`config.mk`:
```
export PLATFORM = sky130hd
export DESIGN_NAME = fma16_mul_seq
export DESIGN_NICKNAME = d
export VERILOG_FILES = /design/src/rtl/fma16_pkg.sv /design/src/rtl/fma16_unpack.sv /design/src/rtl/fma16_mul_seq.sv
export SDC_FILE = /design/constraint.sdc
export NUM_CORES = 1
export LEC_CHECK = 0
export CORE_UTILIZATION = 50
export CTS_CLUSTER_SIZE = 40
export DETAILED_ROUTE_END_ITERATION = 10
export PLACE_DENSITY = 0.76
export SLEW_MARGIN = 20
export SYNTH_ARGS = -nofsm -noshare
export SYNTH_HDL_FRONTEND = slang
export SYNTH_HIERARCHICAL = 1
export SYNTH_SLANG_ARGS = --single-unit
export TNS_END_PERCENT = 1
```
`constraint.sdc`:
```
create_clock -name clk -period 2.37 [get_ports clk]
set_input_delay 0.474 -clock clk [delete_from_list [all_inputs] [get_ports clk]]
set_output_delay 0.474 -clock clk [all_outputs]
set_load 0.05 [all_outputs]
```
`src/rtl/fma16_pkg.sv`:
```
// fma16 multiply front-end: shared widths, FSM state encoding, unpacked
// operand record and the biased product-exponent helper.
package fma16_pkg;

    localparam int NE   = 5;           // exponent field width
    localparam int NF   = 10;          // fraction field width
    localparam int BIAS = 15;          // exponent bias
    localparam int MW   = NF + 1;      // mantissa width incl. hidden bit
    localparam int PW   = 2 * MW;      // exact mantissa product width
    localparam int EW   = NE + 2;      // signed product exponent width
    localparam int CW   = 4;           // CALC step counter width

    typedef enum logic [1:0] {
        IDLE = 2'd0,
        CALC = 2'd1,
        DONE = 2'd2
    } mul_state_t;

    typedef struct packed {
        logic          sign;
        logic [NE-1:0] exp;    // effective exponent (1 for subnormals)
        logic [MW-1:0] man;    // {hidden, fraction}
        logic          zero;
        logic          inf;
        logic          nan;
        logic          sub;
    } fp16_unpacked_t;

    // ex' + ey' - BIAS as a signed EW-bit value (range -13..45).
    function automatic logic signed [EW-1:0] prod_exp(input logic [NE-1:0] ea,
                                                      input logic [NE-1:0] eb);
        return {2'b00, ea} + {2'b00, eb} - EW'(BIAS);
    endfunction

endpackage

```
`src/rtl/fma16_unpack.sv`:
```
// fma16_unpack: purely combinational fp16 field decode into fp16_unpacked_t.
module fma16_unpack
    import fma16_pkg::*;
(
    input  logic [NE+NF:0]  a_i,
    output fp16_unpacked_t  u_o
);

    logic [NE-1:0] exp_f;
    logic [NF-1:0] frac_f;
    logic          exp_zero;
    logic          exp_ones;

    assign exp_f    = a_i[NE+NF-1:NF];
    assign frac_f   = a_i[NF-1:0];
    assign exp_zero = (exp_f == '0);
    assign exp_ones = (exp_f == '1);

    // Decode sign/exponent/mantissa and classify the operand.
    always_comb begin
        u_o.sign = a_i[NE+NF];
        // Subnormals share the exponent of the smallest normal, without hidden bit.
        u_o.exp  = exp_zero ? NE'(1) : exp_f;
        u_o.man  = {!exp_zero, frac_f};
        u_o.zero = exp_zero && (frac_f == '0);
        u_o.sub  = exp_zero && (frac_f != '0);
        u_o.inf  = exp_ones && (frac_f == '0);
        u_o.nan  = exp_ones && (frac_f != '0);
    end

endmodule

```
`src/rtl/fma16_mul_seq.sv`:
```
// fma16_mul_seq: sequential fp16 multiply front-end. Unpacks x/y, forms sign,
// biased product exponent and the exact 22-bit mantissa product by radix-2
// shift-and-add (one multiplier bit per cycle), and classifies zero/inf/NaN.
// FSM: IDLE -> CALC -> DONE -> IDLE; specials skip CALC.
// Optional build macro FMA16_MUL_EARLY_TERM_EN: leave CALC as soon as the
// remaining multiplier bits are all zero (same pman, variable latency).
module fma16_mul_seq
    import fma16_pkg::*;
(
    input  logic                  clk,
    input  logic                  reset,
    input  logic                  in_valid,
    output logic                  in_ready,
    input  logic [15:0]           x,
    input  logic [15:0]           y,
    output logic                  out_valid,
    input  logic                  out_ready,
    output logic                  psign,
    output logic signed [EW-1:0]  pexp,
    output logic [PW-1:0]         pman,
    output logic                  pzero,
    output logic                  pinf,
    output logic                  pnan
);

    mul_state_t state_q, state_d;

    fp16_unpacked_t ux, uy;

    logic                 accept;
    logic                 special_w, nan_w, inf_w, zero_w;
    logic                 calc_last;

    // Working registers.
    logic [CW-1:0]        cnt_q;
    logic [PW-1:0]        mcand_q;
    logic [MW-1:0]        mplier_q;
    logic [PW-1:0]        acc_q;
    logic                 sign_q;
    logic signed [EW-1:0] exp_q;
    logic                 nan_q, inf_q, zero_q;

    // Output registers.
    logic                 out_valid_q;
    logic                 psign_q, pzero_q, pinf_q, pnan_q;
    logic signed [EW-1:0] pexp_q;
    logic [PW-1:0]        pman_q;

    logic                 unused_sub;

    fma16_unpack u_unpack_x (.a_i(x), .u_o(ux));
    fma16_unpack u_unpack_y (.a_i(y), .u_o(uy));

    assign unused_sub = ux.sub ^ uy.sub;

    assign accept    = in_valid && in_ready;
    assign special_w = ux.inf || ux.nan || ux.zero || uy.inf || uy.nan || uy.zero;
    // Priority NaN > inf > zero; inf*0 is NaN.
    assign nan_w     = ux.nan || uy.nan || (ux.inf && uy.zero) || (uy.inf && ux.zero);
    assign inf_w     = !nan_w && (ux.inf || uy.inf);
    assign zero_w    = !nan_w && !inf_w && (ux.zero || uy.zero);

`ifdef FMA16_MUL_EARLY_TERM_EN
    // Done once the bits still to be shifted in after this step are all zero.
    assign calc_last = (mplier_q[MW-1:1] == '0);
`else
    // Fixed MW steps: the step with cnt == MW-1 is the last one.
    assign calc_last = (cnt_q == CW'(MW - 1));
`endif

    // State register with synchronous reset.
    always_ff @(posedge clk) begin
        if (reset) state_q <= IDLE;
        else       state_q <= state_d;
    end

    // Next-state logic.
    always_comb begin
        // NOTE: default assignment first so every path assigns state_d; no latch is inferred.
        state_d = state_q;
        unique case (state_q)
            IDLE: if (accept)                   state_d = special_w ? DONE : CALC;
            CALC: if (calc_last)                state_d = DONE;
            DONE: if (out_valid_q && out_ready) state_d = IDLE;
            default:                            state_d = IDLE;
        endcase
    end

    // Handshake outputs decoded from state.
    always_comb begin
        in_ready = (state_q == IDLE);
    end

    // Shift-and-add datapath; working registers are only read in the states that loaded them.
    always_ff @(posedge clk) begin
        // NOTE: sequential state uses non-blocking assignments so all registers update together.
        if (accept) begin
            sign_q   <= ux.sign ^ uy.sign;
            exp_q    <= special_w ? '0 : prod_exp(ux.exp, uy.exp);
            mcand_q  <= {{(PW-MW){1'b0}}, ux.man};
            mplier_q <= uy.man;
            acc_q    <= '0;
            cnt_q    <= '0;
            nan_q    <= nan_w;
            inf_q    <= inf_w;
            zero_q   <= zero_w;
        end else if (state_q == CALC) begin
            if (mplier_q[0]) acc_q <= acc_q + mcand_q;
            mcand_q  <= mcand_q << 1;
            mplier_q <= mplier_q >> 1;
            cnt_q    <= cnt_q + 1'b1;
        end
    end

    // Output registers: load on the first DONE cycle, hold until consumed.
    always_ff @(posedge clk) begin
        // NOTE: only the architecturally visible outputs are reset; the datapath above is not.
        if (reset) begin
            out_valid_q <= 1'b0;
            psign_q     <= 1'b0;
            pexp_q      <= '0;
            pman_q      <= '0;
            pzero_q     <= 1'b0;
            pinf_q      <= 1'b0;
            pnan_q      <= 1'b0;
        end else if (state_q == DONE) begin
            if (!out_valid_q) begin
                out_valid_q <= 1'b1;
                psign_q     <= sign_q;
                pexp_q      <= exp_q;
                pman_q      <= acc_q;
                pzero_q     <= zero_q;
                pinf_q      <= inf_q;
                pnan_q      <= nan_q;
            end else if (out_ready) begin
                out_valid_q <= 1'b0;
            end
        end
    end

    assign out_valid = out_valid_q;
    assign psign     = psign_q;
    assign pexp      = pexp_q;
    assign pman      = pman_q;
    assign pzero     = pzero_q;
    assign pinf      = pinf_q;
    assign pnan      = pnan_q;

endmodule

```
======== Word-level counts from Yosys, hierarchy flattened ========
Cells that the tools add are included.
storage, ports and cells
  register bits after elaboration ......... 106
  output and inout port bits .............. 35
operators by class
  add/subtract/negate cells ............... 4
  equality and inequality tests ........... 8
  mux-type cells .......................... 13
  bitwise operators ....................... 2
  reduce and logical (&&, ||, !) cells .... 38
operators by type and width
  cell                                                    count
  two-way mux 11 bit                                      4
  adder 22 bit                                            1
  zero test 10 bit                                        2
  nonzero test 10 bit                                     2
  logical AND 1 bit                                       13
  equality test 5 bit (second input constant)             2
  zero test 5 bit                                         2
  logical OR 1 bit                                        10
  two-way mux 5 bit                                       2
  two-way mux 2 bit                                       4
  subtractor 6 x 4 -> 7 bit (second input constant)       1
  adder 5 x 5 -> 6 bit                                    1
  one-hot mux 2 bit (3 select lines)                      1
  adder 4 x 1 -> 4 bit (second input constant)            1
  equality test 4 bit (second input constant)             1
  zero test 1 bit                                         4
  inequality test 2 bit (second input constant)           2
  AND reduction 2 bit                                     2
  AND reduction 3 bit                                     1
  equality test 2 x 1 -> 1 bit (second input constant)    1
  equality test 2 bit (second input constant)             1
  zero test 2 bit                                         1
  two-way mux 1 bit                                       2
  inequality test 2 x 1 -> 1 bit (second input constant)  1
  3 further kinds                                         3

======== Longest topological paths before layout ========
Gate-level depths: netlist of run 1.
  word-level depth ........................ 10
  gate-level depth with buffers ........... 14
  mapped depth without buffers ............ 14

======== Modules after synthesis ========
The synthesis of run 1 kept the hierarchy.
by module, submodules not included
  module         times used  cells an instance  area each (µm²)  sequential area each (µm²)
  fma16_mul_seq  1           620                5263.8           2452.4
  fma16_unpack   2           31                 181.4            0.0

======== Worst setup path after synthesis of run 1 ========
OpenSTA, ideal clock, no wires.
  kind .................................... reg-to-reg
  from .................................... reg state_q[0]
  to ...................................... reg mcand_q[0] (enable)
  setup time .............................. 379 ps
  arrival time ............................ 2190 ps
  data required time ...................... 1991 ps
  setup slack ............................. -199 ps
  stages on the path, launching flop included .. 5
  buffers on the path ..................... 1
  cells stage by stage .................... dfxtp_1 -> nor2_1 -> nand2_1 -> clkbuf_1 -> nand2_1
between the ends
  longest elaborated chain between the ends .. 3
  elaborated cells between the ends (all ways) .. 4
RTL lines
  what                          line                  RTL
  from (decl)                   fma16_mul_seq.sv:26   mul_state_t state_q, state_d;
  from (signal assigned)        fma16_mul_seq.sv:74   else state_q <= state_d;
  zero test 2 bit               fma16_mul_seq.sv:91   in_ready = (state_q == IDLE);
  named net in_ready            fma16_mul_seq.sv:13   output logic in_ready,
  logical AND 1 bit             fma16_mul_seq.sv:56   assign accept = in_valid && in_ready;
  nonzero test 2 bit (no line)  --
  to (signal assigned)          fma16_mul_seq.sv:100  mcand_q <= {{(PW-MW){1'b0}}, ux.man};
  to (signal assigned)          fma16_mul_seq.sv:109  mcand_q <= mcand_q << 1;
  to (decl)                     fma16_mul_seq.sv:36   logic [PW-1:0] mcand_q;
The timed path passes the listed nets, and every way through them passes these cells.
A chain may end at the register's enable or synchronous reset.

======== Worst setup path after layout of run 1 ========
  from .................................... reg mcand_q[0]
  to ...................................... reg acc_q[20]
between the ends
  longest elaborated chain between the ends .. 1
RTL lines
  what                  line                  RTL
  adder 22 bit          fma16_mul_seq.sv:108  if (mplier_q[0]) acc_q <= acc_q + mcand_q;
  to (signal assigned)  fma16_mul_seq.sv:108
  to (decl)             fma16_mul_seq.sv:38   logic [PW-1:0] acc_q;
No other way between the ends.

==> results of run 1 <==
-- per-layer routing --
metal | wire length, µm | vias to the layer above | GRT usage
met2 | 6680 | 118 | 0.414
met5 | 0 | - | 0
met3 | 466 | 12 | 0.0410
met4 | 128 | 0 | 0.0744
met1 | 5860 | 2276 | 0.279
li1 | - | 2435 | -
-- stage by stage --
| step | area, µm² | hold slack, ns | utilization | setup WS [ns] | power, mW |
|---|---|---|---|---|---|
| finish | 6920 | 0.458 | 0.635 | -0.00524 | 6.71 |
| global route | 6920 | 0.484 | 0.635 | -0.116 | 7.14 |
| CTS | 6840 | 0.461 | 0.628 | -0.0171 | 6.60 |
| detailed placement | 6590 | 0.448 | 0.606 | -0.458 | 5.43 |
| global placement | 6590 | 0.441 | 0.606 | -0.366 | 5.31 |
| floorplan | 5620 | 0.437 | - | 0.100 | 4.48 |
-- final cells by class --
cell class / count / share of cell area
inverters: 19 / 0.0103
clock buffers: 12 / 0.0226
flip-flops and latches: 106 / 0.354
repair buffers: 125 / 0.165
clock inverters: 4 / 0.00723
multi-input cells: 498 / 0.415
well taps: 140 / 0.0253
-- worst max-delay path by stage --
| stage | start | endpoint | depth (start not counted) |
|---|---|---|---|
| global placement | x[11] | exp_q[5]$_SDFFCE_PP0P_ | 15 |
| floorplan | x[11] | exp_q[5]$_SDFFCE_PP0P_ | 14 |
| CTS | mcand_q[0]$_SDFFCE_PN0P_ | acc_q[20]$_SDFFE_PP0P_ | 10 |
| finish | mcand_q[0]$_SDFFCE_PN0P_ | acc_q[20]$_SDFFE_PP0P_ | 10 |
| global route | mcand_q[0]$_SDFFCE_PN0P_ | acc_q[20]$_SDFFE_PP0P_ | 10 |
| detailed placement | y[11] | exp_q[5]$_SDFFCE_PP0P_ | 15 |
-- timing repair --
item / CTS / global route
pin swaps: 4 / 9
setup endpoints to repair: 8 / 16
resized for setup: 8 / 20
-- power by group through the flow --
stage          registers (mW)  logic, mW  clock network [mW]
3_3_place_gp             2.72       2.60                   0
2_1_floorplan            2.74       1.73                   0
3_5_place_dp             2.73       2.69                   0
6_report                 2.72       2.83                1.16
5_1_grt                  2.76       3.12                1.26
4_1_cts                  2.70       2.73                1.18
-- critical path: stages (launching register included) --
cell	delay, ns
edfxtp_1	0.37
ha_1	0.17
inv_1	0.06
fa_1	0.37
and2b_1	0.24
o211ai_2	0.11
a211o_2	0.36
a31oi_4	0.18
a311oi_1	0.13
xor2_1	0.17
o21ai_1	0.14
-- registers in the layout, summed over array words and instances (netlist names) --
register	cells
sign_q	1
pinf	1
cnt_q	4
mplier_q	11
pexp	7
psign	1
nan_q	1
exp_q	7
inf_q	1
out_valid	1
pzero	1
state_q	2
zero_q	1
mcand_q	22
acc_q	22
pman	22
pnan	1
==> impl_results.md, run 1 <==
- Reg2reg path depth: 10
- Sink of the worst hold path: pman[13]$_SDFFE_PP0P_
- Width of the die: 108 µm
- Postcts setup bufs: 0
- Worst endpoint required time: 2.67 ns
- FILL cells: 918
- Max VDD drop: 0.000657 V
- GRT Overall Usage: 0.231
- Internal: 4.12 mW
- Number of hold buffers added after CTS: 0
- Syn Nets: 750
- CTS tree: yes
- CTS root buf: clkbuf_8
- Number of max-cap violations: 0
- Most frequent cells in the layout: nand2_1 (193), dfxtp_1 (73), a21oi_1 (72)
- Flop pwr share: 0.405
- Final ANT Viol Nets: 0
- GP Congestion: between 0.8 and 0.9
- Setup TNS: -0.00524 ns
- First-pass GRT wire length: 21100 µm
- Synth Instances: 680
- Initial antenna violation count: 0
- HP Class: reg2reg
- Hold Fails Final Rpt: 0
- Core area: 0.0109 mm²
- Reg-to-reg endpoint: acc_q[20]$_SDFFE_PP0P_
- Power per cell area: 970 mW/mm²
- Clock Sinks: 106
- Multi-input logic area: 0.00287 mm²
- Max Clock Skew: 0.0107 ns
- Status: finished with violations
- Clock share of power: 0.174
- Largest net degree at the start of global routing: 37
- Peak Freq: 421 MHz
- Final setup margin: -0.00524 ns
- Detailed placement HPWL: 9640 µm
- Failing checks: negative setup slack
- Slew Viols, Final: 0
- Mapped Avg Cell Area: 8.26 µm²
- Worst-path fanout max: 3
- CTS max path bufs: 2
- Mapped Area: 0.00562 mm²
- Starting Density: 0.516
- Die Ht: 108 µm
- Slew HR: 0.577
- PortBufs: 70
- Leakage: 2.88 nW
- Sw Ratio: 0.386
- R2R setup slack: -0.005 ns
- Final min period: 2.38 ns
- WL final: about 13000 µm
- Drt first pass iters: 5
- Worst-Skew Late Latency: 0.37 ns
- Leading cell type in the layout, fill and taps excluded: nand2_1
- Worst Max-Slew Pin Slew: 0.635 ns
- Critical Path Source Type: register
- N_diodes: 0
- Final setup violation count: 1
- Area delta synth->final: 23.1%
- Row cnt: 38
- Logic gate share of total power: 0.422
- Vias in the first global route: 4663
- Vias per Instance: 5.36
- Per-cell routed wire length: roughly 15 µm
- Htree depth: 3
- Critical Path End Type: register
- Final Cycle Share: 1.00
- Flip-flop and latch area: around 0.0025 mm²
- Die area: between 0.01 and 0.015 mm²
- Share of layout cells above drive strength 1: 0.131
- Vias: 4841
- Cts bufs inserted: 9
- DP Cell Count: between 800 and 900
- DRC Markers: 0
- Worst Hold Depth: 2
- Worst-path clk slew: 0.10 ns
- Switching power: 2.59 mW
- Syn. warnings: 6
- Launching point of the worst reg2reg path: mcand_q[0]$_SDFFCE_PN0P_
- WS Path Type: reg2reg
- Fin nets: 829
- Worst EP arrival: about 2.7 ns
- Starting DRT DRC Count: 183
- RSZ-0062 raised after global routing: yes
- Grt total ovfl: 0
- Hold path start: pman[13]$_SDFFE_PP0P_
- Io pins: 71
- Final Non-Filler Cells: about 900
No activity file was read; power rests on OpenSTA's default activity.
==> run 2, diff against run 1 <==
--- a/config.mk
+++ b/config.mk
@@ -5,10 +5,13 @@
 export SDC_FILE = /design/constraint.sdc
 export NUM_CORES = 1
 export LEC_CHECK = 0
-export CORE_UTILIZATION = 50
+export CELL_PAD_IN_SITES_DETAIL_PLACEMENT = 1
+export CELL_PAD_IN_SITES_GLOBAL_PLACEMENT = 1
+export CORE_MARGIN = 4
+export CORE_UTILIZATION = 38
 export CTS_CLUSTER_SIZE = 40
 export DETAILED_ROUTE_END_ITERATION = 10
-export PLACE_DENSITY = 0.76
+export PLACE_DENSITY_LB_ADDON = 0.1
 export SLEW_MARGIN = 20
 export SYNTH_ARGS = -nofsm -noshare
 export SYNTH_HDL_FRONTEND = slang
==> run 2 against run 1 <==
Compared with the run above: total power grew 9.8%; sequential share of layout area shrank 1.6 points; setup slack gained 0.013 ns; highest routed layer unchanged; the flow now finishes without violations; sequential cell count is the same; clock power grew 36%; combinational power grew 8.5%; cell area grew 4.7%; via count grew 2.3%; core utilization shrank 14 points; global-route usage shrank 3.2 points; non-clock buffer count grew 16.
==> impl_results.md, run 2 (synthesis results as in run 1) <==
- Status: finished clean
- WS Path Type: in2reg
- Fin nets: 845 (+1.9%)
- Detailed placement HPWL: 11900 µm (+23%)
- Final min period: 2.36 ns (-0.0131 ns)
- Vias per Instance: 5.14 (-4.0%)
- Critical Path Source Type: input port
- Cts bufs inserted: 9 (unchanged)
- RSZ-0062 raised after global routing: yes
- Drt first pass iters: 4 (-1)
- GP Congestion: 0.878 (about the same)
- Largest net degree at the start of global routing: 37 (unchanged)
- Width of the die: 130 µm (+20%)
- N_diodes: 0 (unchanged)
- Multi-input logic area: 0.00295 mm² (+2.7%)
- Htree depth: 3 (unchanged)
- Final Util: 0.499 (-0.137)
- CTS tree: yes
- CTS max path bufs: 2 (unchanged)
- Dpl cell area: 0.00671 mm² (+1.8%)
- DRC Markers: 0 (unchanged)
- Setup TNS: 0 ns (+0.00524 ns)
- Worst Max-Slew Pin Slew: 0.551 ns (-0.0839 ns)
- Slew Viols, Final: 0 (unchanged)
- WL final: 15900 µm (+21%)
- Die Ht: 130 µm (+20%)
- Switching power: 2.83 mW (+9.2%)
- DP Cell Count: 939 (+5.7%)
- Share of layout cells above drive strength 1: 0.168 (+0.0371)
- Clock share of power: 0.215 (+0.041)
- Io pins: 71 (unchanged)
- Final ANT Viol Nets: 0 (unchanged)
- Final Non-Filler Cells: 964 (+6.6%)
- First-pass GRT wire length: 26300 µm (+25%)
- Final setup violation count: 0 (-1)
- Power per cell area: 1020 mW/mm² (+4.8%)
- Vias: 4954 (+2.3%)
- Sw Ratio: 0.384 (-0.00204)
- Starting Density: 0.387 (-0.129)
- Grt total ovfl: 0 (unchanged)
- Most frequent cells in the layout: nand2_1 (193), dfxtp_1 (73), a21oi_1 (71)
- CTS root buf: clkbuf_16
- Worst-path clk slew: 0.07 ns (-0.03 ns)
- HP Class: reg2reg
- Per-cell routed wire length: 16.5 µm (+14%)
- Starting DRT DRC Count: 232 (+27%)
- FILL cells: 1789 (+95%)
- Initial antenna violation count: 0 (unchanged)
- Die area: 0.0168 mm² (+44%)
- Worst EP arrival: 2.48 ns (-0.19 ns)
- Hold Fails Final Rpt: 0 (unchanged)
- Max VDD drop: 0.000441 V (-33%)
- Peak Freq: 423 MHz (+0.55%)
- Flop pwr share: 0.368 (-0.037)
- Max Clock Skew: 0.00999 ns (-0.000670 ns)
- Worst-path fanout max: 2 (-1)
- Number of max-cap violations: 0 (unchanged)
- PortBufs: 70 (unchanged)
- GRT Overall Usage: 0.199 (-0.0321)
- Final Cell Area: 0.00725 mm² (+4.7%)
- Vias in the first global route: 5236 (+12%)
- Core area: 0.0145 mm² (+33%)
- Internal: 4.54 mW (+10%)
- Flip-flop and latch area: 0.00245 mm² (unchanged)
- Leakage: 2.93 nW (+1.9%)
- Slew HR: 0.632 (+0.0548)
- Logic gate share of total power: 0.417 (-0.005)
- Worst-Skew Late Latency: 0.36 ns (about the same)
- Clock Sinks: 106 (unchanged)
- Critical Path End Type: register
- Final Cycle Share: 0.997 (-0.00551)
- Row cnt: 44 (+16%)
- Leading cell type in the layout, fill and taps excluded: nand2_1
- Area delta synth->final: 28.9%
- Worst endpoint required time: 2.49 ns (-0.18 ns)
==> run 2: cell count changes in the layout (fill, tap and decap cells not counted), moves of 4 or more <==
| cell | before | now |
|---|---|---|
| dlygate4sd2_1 | 0 | 10 |
| inv_6 | 0 | 4 |
| clkbuf_8 | 9 | 0 |
| clkbuf_16 | 1 | 9 |
| buf_4 | 55 | 70 |
| dlymetal6s2s_1 | 11 | 1 |
| ha_1 | 29 | 25 |
==> run 2: through the flow <==
| step | total power, mW | hold WS (ns) | setup WS [ns] |
|---|---|---|---|
| after floorplan | 4.48 | 0.437 | 0.100 |
| after global placement | 5.48 | 0.443 | -0.364 |
| after detailed placement | 5.59 | 0.449 | -0.567 |
| after CTS | 7.32 | 0.460 | -0.00576 |
| after global routing | 7.90 | 0.468 | -0.112 |
| final | 7.37 | 0.456 | 0.00782 |
==> run 2: final cells by class <==
| class | instances | share of cell area |
|---|---|---|
| well taps | 184 | 0.0318 |
| multi-input cells | 498 | 0.407 |
| clock buffers | 9 | 0.0311 |
| inverters | 19 | 0.00984 |
| clock inverters | 7 | 0.0114 |
| repair buffers | 141 | 0.171 |
| flip-flops and latches | 106 | 0.338 |
==> run 2: worst max-delay path: stages <==
cell           delay [ns]
dlygate4sd2_1        0.26
nor3_2               0.17
nand2_1              0.09
nand2b_1             0.09
inv_1                0.05
ha_1                 0.19
inv_1                0.06
ha_2                 0.17
inv_1                0.06
fa_2                 0.36
inv_2                0.06
a21o_1               0.13
a21oi_2              0.07
xor2_1               0.18
nor2_1               0.06
==> run 2: power by group through the flow <==
| stage | Clock, mW | Combinational, mW | Sequential [mW] |
|---|---|---|---|
| after floorplan | 0 | 1.73 | 2.74 |
| after CTS | 1.63 | 2.99 | 2.69 |
| final | 1.58 | 3.07 | 2.71 |
| after global routing | 1.70 | 3.44 | 2.76 |
| after detailed placement | 0 | 2.87 | 2.72 |
| after global placement | 0 | 2.78 | 2.71 |
==> run 2: what timing repair did <==
action                                  in CTS  in global routing
resized for setup                           25                 19
buffers inserted                             9                  0
gates cloned                                 0                  0
endpoints found under the setup margin       8                 18
hold buffers                                 0                  0
pin swaps                                   14                  8
==> run 2: final timing paths <==
| kind | slack, ns | end | cells past startpoint | startpoint |
|---|---|---|---|---|
| hold / removal | 0.46 | pexp[0]$_SDFFE_PP0P_ | 2 | pexp[0]$_SDFFE_PP0P_ |
| setup reg to reg | 0.008 | acc_q[18]$_SDFFE_PP0P_ | 9 | mcand_q[11]$_SDFFE_PP0P_ |
| hold reg to reg | 0.46 | pexp[0]$_SDFFE_PP0P_ | 2 | pexp[0]$_SDFFE_PP0P_ |
| setup / recovery | 0.008 | exp_q[5]$_SDFFCE_PP0P_ | 15 | x[14] |
==> run 2: routing by layer <==
layer,track usage,up-vias,part of all wire
li1,-,2480,-
met1,0.241,2390,0.45
met2,0.360,65,0.52
met3,0.0433,19,0.027
met4,0.0458,0,0.012
met5,0,-,0
